$ cat src/rtl/pipe_stage_reg.sv
// Pipeline boundary register with valid/ready handshake, flush and optional skid.
// Control is masked to zero on bubbles; stall cycles are counted with saturation.
module pipe_stage_reg #(
  parameter int DATA_W = 96,
  parameter int CTRL_W = 8,
  parameter int SKID   = 1,
  parameter int CNT_W  = 16
) (
  input  logic              clk,
  input  logic              reset,
  input  logic              flush,
  input  logic              in_valid,
  output logic              in_ready,
  input  logic [DATA_W-1:0] in_data,
  input  logic [CTRL_W-1:0] in_ctrl,
  output logic              out_valid,
  input  logic              out_ready,
  output logic [DATA_W-1:0] out_data,
  output logic [CTRL_W-1:0] out_ctrl,
  output logic [CNT_W-1:0]  stall_cycles
);

  logic              main_valid_q;
  logic              main_valid_d;
  logic [DATA_W-1:0] main_data_q;
  logic [DATA_W-1:0] main_data_d;
  logic [CTRL_W-1:0] main_ctrl_q;
  logic [CTRL_W-1:0] main_ctrl_d;
  logic [CNT_W-1:0]  stall_q;
  logic [CNT_W-1:0]  stall_d;

  logic in_fire;
  logic out_fire;

  assign in_fire  = in_valid && in_ready;
  assign out_fire = main_valid_q && out_ready;

  generate
    if (SKID != 0) begin : g_skid
      logic              skid_valid_q;
      logic              skid_valid_d;
      logic [DATA_W-1:0] skid_data_q;
      logic [DATA_W-1:0] skid_data_d;
      logic [CTRL_W-1:0] skid_ctrl_q;
      logic [CTRL_W-1:0] skid_ctrl_d;

      // Registered ready: the skid slot absorbs the one in-flight beat.
      assign in_ready = !skid_valid_q;

      always_comb begin
        main_valid_d = main_valid_q;
        main_data_d  = main_data_q;
        main_ctrl_d  = main_ctrl_q;
        skid_valid_d = skid_valid_q;
        skid_data_d  = skid_data_q;
        skid_ctrl_d  = skid_ctrl_q;
        if (flush) begin
          main_valid_d = 1'b0;
          main_data_d  = '0;
          main_ctrl_d  = '0;
          skid_valid_d = 1'b0;
          skid_data_d  = '0;
          skid_ctrl_d  = '0;
        end else if (!main_valid_q || out_fire) begin
          if (skid_valid_q) begin
            main_valid_d = 1'b1;
            main_data_d  = skid_data_q;
            main_ctrl_d  = skid_ctrl_q;
            skid_valid_d = 1'b0;
            skid_data_d  = '0;
            skid_ctrl_d  = '0;
          end else if (in_fire) begin
            main_valid_d = 1'b1;
            main_data_d  = in_data;
            main_ctrl_d  = in_ctrl;
          end else begin
            main_valid_d = 1'b0;
          end
        end else if (in_fire) begin
          skid_valid_d = 1'b1;
          skid_data_d  = in_data;
          skid_ctrl_d  = in_ctrl;
        end
      end

      always_ff @(posedge clk) begin
        if (reset) begin
          skid_valid_q <= 1'b0;
          skid_data_q  <= '0;
          skid_ctrl_q  <= '0;
        end else begin
          skid_valid_q <= skid_valid_d;
          skid_data_q  <= skid_data_d;
          skid_ctrl_q  <= skid_ctrl_d;
        end
      end
    end else begin : g_reg
      assign in_ready = !main_valid_q || out_ready;

      always_comb begin
        main_valid_d = main_valid_q;
        main_data_d  = main_data_q;
        main_ctrl_d  = main_ctrl_q;
        if (flush) begin
          main_valid_d = 1'b0;
          main_data_d  = '0;
          main_ctrl_d  = '0;
        end else if (in_fire) begin
          main_valid_d = 1'b1;
          main_data_d  = in_data;
          main_ctrl_d  = in_ctrl;
        end else if (out_fire) begin
          main_valid_d = 1'b0;
        end
      end
    end
  endgenerate

  always_comb begin
    stall_d = stall_q;
    if (main_valid_q && !out_ready && (stall_q != {CNT_W{1'b1}})) begin
      stall_d = stall_q + 1'b1;
    end
  end

  always_ff @(posedge clk) begin
    if (reset) begin
      main_valid_q <= 1'b0;
      main_data_q  <= '0;
      main_ctrl_q  <= '0;
      stall_q      <= '0;
    end else begin
      main_valid_q <= main_valid_d;
      main_data_q  <= main_data_d;
      main_ctrl_q  <= main_ctrl_d;
      stall_q      <= stall_d;
    end
  end

  assign out_valid    = main_valid_q;
  assign out_data     = main_data_q;
  assign out_ctrl     = main_ctrl_q & {CTRL_W{main_valid_q}};
  assign stall_cycles = stall_q;

endmodule
$ cat config.mk
export PLATFORM = sky130hd
export DESIGN_NAME = pipe_stage_reg
export DESIGN_NICKNAME = d
export VERILOG_FILES = /design/src/rtl/pipe_stage_reg.sv
export SDC_FILE = /design/constraint.sdc
export NUM_CORES = 1
export LEC_CHECK = 0
export BUFFER_PORTS_ARGS = -buffer_cell sky130_fd_sc_hd__buf_2
export CORE_ASPECT_RATIO = 1.4
export CORE_MARGIN = 8
export CORE_UTILIZATION = 34
export CTS_CLUSTER_SIZE = 28
export DETAILED_ROUTE_END_ITERATION = 16
export MAX_ROUTING_LAYER = met4
export SLEW_MARGIN = 20
export SYNTH_ARGS = -nofsm -noshare
export SYNTH_HDL_FRONTEND = slang
export SYNTH_SLANG_ARGS = --single-unit
$ cat constraint.sdc
create_clock -name clk -period 4.3 [get_ports clk]
set_clock_uncertainty 0.05 [all_clocks]
set_input_delay 0.86 -clock clk [delete_from_list [all_inputs] [get_ports clk]]
set_output_delay 0.86 -clock clk [all_outputs]
set_load 0.01 [all_outputs]
[Yosys cells after proc, flatten, opt, wreduce, memory -nomap -nowiden]
Cells that the tools add are included.
Storage, ports and cells
  bits of input ports: 109
  output and inout bits: 122
  bits in read-only memories: 0
  word-level logic and storage cells: 35
  memories kept: 0
  register bits after elaboration: 226
  latch bits: 0
  memory bits (writable): 0
Operators by class
  div/mod/pow operators: 0
  magnitude comparators: 0
  eq/ne operators: 2
  shift-type cells: 0
  reductions and logical operators: 14
  bitwise operators: 1
  add/sub/neg operators: 1
  mux-type cells: 10
  multiply operators: 0
Operator list (number)
  96-bit two-way mux: 4
  8-bit two-way mux: 4
  16-bit by 1-bit adder with 16-bit output, second input constant: 1
  16-bit inequality test, second input constant: 1
  8-bit AND: 1
  1-bit logical AND: 4
  2-bit AND reduction: 2
  2-bit nonzero test: 2
  1-bit logical NOT: 3
  3-bit OR reduction: 1
  1-bit two-way mux: 2
  2-bit inequality test, second input constant: 1
  2-bit OR reduction: 1
  1-bit logical OR: 1

[Logic depth before layout (Yosys ltp)]
  word-level depth: 4
  mapped depth: 8
  mapped depth without buffers: 5

[Worst setup path after synthesis]
No wires, ideal clock.
  path type: input port to flip-flop
  from: input port out_ready
  to: register stall_q[15], in the netlist stall_cycles[15]
  slack: 1994 ps
  library setup time: 70 ps
  arrival: 2186 ps
  stages: 4
  buffers on the path: 0
  path through: nand2b_1 > or4_4 > or4_1 > a21oi_1
Between the ends
  cells in the longest elaborated chain, start to end: 3
RTL lines
  start, declared: line 17  | input logic out_ready,
  1-bit logical NOT: line 121  | if (main_valid_q && !out_ready && (stall_q != {CNT_W{1'b1}})) begin
  1-bit logical AND (2 in series): line 121
  end signal, assigned: line 136  | stall_q <= stall_d;
  end, declared: line 29  | logic [CNT_W-1:0] stall_q;
No other way between the ends.
A chain may end at the register's enable or synchronous reset.

[Final worst setup path]
  from: register g_skid.skid_valid_q
  to: output port in_ready
Between the ends
  cells in the longest elaborated chain, start to end: 1
RTL lines
  start, declared: line 40  | logic skid_valid_q;
  start signal, assigned: line 92  | skid_valid_q <= skid_valid_d;
  1-bit logical NOT: line 48  | assign in_ready = !skid_valid_q;
  end, declared: line 13  | output logic in_ready,
No other way between the ends.

==> results.cfg <==
[run_status]
status = complete, no violations

[die]
core_area_mm2 = 0.02547
die_y_um = 206.5
ios = 231
rows = 69
die_area_mm2 = 0.03141
die_w_um = 152.1
start_util = 0.3462

[yosys]
synth_nets = 1033
yosys.area.top_type = dfxtp_1
synth_edf_count = 0
ys_ff_latch = 226
synth.most_common_cell = dfxtp_1
synth_cell_types = 34
yosys-top-cells-count = dfxtp_1, nor2_1, mux2i_1
synthFlopType = dfxtp_1
ys_warn_count = 0
syn_avg_cell_area_um2 = 9.553
synth_top_area_share = 0.5131
syn_inst = 923
synthesis.area_mm2 = 0.008817
synth_seq_area_share = 0.5131
synth-async-reset-ratio = 0
synth_area_leaders = dfxtp_1, mux2i_1, nor2_1

[route]
postRouteAntennaNets = 0
vias = 7389
routedWlPerCell_um = 17.06
via_per_inst = 5.117
drt_iter0_drc = 345
drt_pass1_iterations = 5
drt-total-wl_um = 24630
drc_errors = 0

[final_layout]
area.sequential_mm2 = 0.004528
fillCellCount = 2507
area_growth_pct = 25.30
drive_gt1_frac = 0.2594
fin_nets = 1214
stdcell_count = 1444
multi_input_area_mm2 = 0.003979

[sta]
rsz0062_at_grt = no
tightest_slew_ps = 841.8
hold_viol_final = 0
fin_crit_sh = 0.5815
slew_viol_final = 0
fmax_mhz = 399.9
holdWs_ps = 443.8
fin_crit_ps = 2500
setup_tns_ps = 0
setup_viol_count_final = 0
slew-limit-headroom = 0.4388
fin_ws_ps = 1800

[power]
power_mw = 4.724
comb_power_share = 0.073
p_leak_nw = 4.233
power_density_mw_per_mm2 = 427.6
intPower_mw = 3.640
swShare = 0.2294
pwr-share-clk = 0.467
ir_drop_mv = 0.3025
sequentialPowerShare = 0.460
switchingPower_mw = 1.084

[worst_setup_path]
slowest_stage = dfxtp_4
startpoint_type = flip-flop
rr_worst_depth = 5
path_depth = 2
crit_chain = inv_1 -> buf_2
r2r_start = g_skid.skid_valid_q
crit_family = flip-flops
setup.worst_path.end = in_ready
arrival_ps = 1590
critPathLaunch = g_skid.skid_valid_q
critical_path.max_stage_delay_ps = 820
required_ps = 3390
crit_type = reg -> out
critical_path_buf_inv_count = 2
rr_endpoint = g_skid.skid_data_q[41]
end_kind = output port
r2r_slack_ps = 1850
critPathMaxFanout = 40

[global_route]
overflow = 0
grt_max_degree = 125
grtUsageTotal = 0.1535
grt_pass1_wl_um = 38870
antenna_found_initial = 3
grt_pass1_vias = 6988

[placement]
dp_hpwl_um = 16350
place_ws_ps = 1494
io_buffers = 230
dp.cells = 1397
place.gp.congestion = 0.7271

[clock_tree]
postCtsSetupBuffers = 0
cts_made_buffers = 24
cts_root_buffer = clkbuf_16
tritoncts = done
clock_sinks = 226
clockBufferDepth = 3
cts_htree_levels = 1
ctsHoldBuffers = 0
clk_latency_ps = 510
post_cts_resize_count = 0
clkTransAtPathRegs_ps = 60

[worst_hold_path]
hold_path_class = reg -> reg

[run]
drv_cap = 0
==> cells by family (layout without fill, tap and decap cells) <==
family | count (synthesis) | after routing | share of synthesized area
simple gates | 263 | 263 | 0.1267
compound gates | 237 | 237 | 0.1965
flops | 226 | 226 | 0.5131
mux | 106 | 106 | 0.1205
buf+inv | 89 | 288 | 0.04073
fa+ha+maj | 1 | 1 | 0.001419
xor+xnor | 1 | 1 | 0.0009935
other cells | 0 | 3 | 0
==> area by class of cell <==
cell class	instances	share of cell area
multi-input combinational	608	0.3601
tap	319	0.03613
antenna	3	0.0006795
clock inverter	11	0.01506
clock buffer	33	0.06206
sequential	226	0.4099
timing repair buffer	241	0.1151
inverter	3	0.001019
==> placed cells by master (no fill, tap or decap), types with 5 or more instances in the layout <==
cell,instances
clkbuf_1,5
nor2_1,214
and2_1,8
buf_4,8
a21oi_1,14
or3_1,7
a22oi_1,104
dfxtp_1,225
nand2_1,6
clkbuf_16,25
or4_1,6
o31ai_1,6
o21ai_0,7
a211oi_1,104
mux2i_1,105
buf_2,230
==> sequential cells by signal (all words and copies together), names as in the netlist <==
signal	count
g_skid.skid_valid_q	1
g_skid.skid_ctrl_q	8
out_data	96
g_skid.skid_data_q	96
stall_cycles	16
out_valid	1
main_ctrl_q	8
==> worst min path at each step <==
stage,from,endpoint,slack [ps],cells after the start
4_1_cts,main_ctrl_q[2],main_ctrl_q[2],450,2
3_5_place_dp,g_skid.skid_data_q[31],g_skid.skid_data_q[31],430,2
3_3_place_gp,g_skid.skid_data_q[33],g_skid.skid_data_q[33],430,2
2_1_floorplan,g_skid.skid_ctrl_q[0],g_skid.skid_ctrl_q[0],420,2
6_report,main_ctrl_q[2],main_ctrl_q[2],440,2
5_1_grt,main_ctrl_q[3],main_ctrl_q[3],470,2
==> tightest hold or removal path, cell delays in order (launching register included) <==
cell	delay [ps]
dfxtp_1	300
nor2_1	90
a211oi_1	50
==> power groups by stage <==
stage | registers (mW) | logic, mW | clock network [mW]
floorplan | 2.23 | 0.177 | 0
global placement | 2.22 | 0.349 | 0
detailed placement | 2.22 | 0.352 | 0
CTS | 2.17 | 0.352 | 2.29
global route | 2.18 | 0.386 | 2.37
finish | 2.17 | 0.346 | 2.21
==> per-stage QoR <==
| step | util | cell area, um^2 |
|---|---|---|
| 2_1_floorplan | - | 8817 |
| 6_report | 0.4338 | 11050 |
| 3_5_place_dp | 0.3996 | 10180 |
| 5_1_grt | 0.4338 | 11050 |
| 3_3_place_gp | 0.3996 | 10180 |
| 4_1_cts | 0.4331 | 11030 |
==> per-layer routing <==
metal,global-route usage,routed length [um]
met1,0.1787,10470
met2,0.2700,12690
met3,0.02792,1100
met4,0.03973,373
met5,-,0
Note: power is estimated with default switching activity, not from simulation.
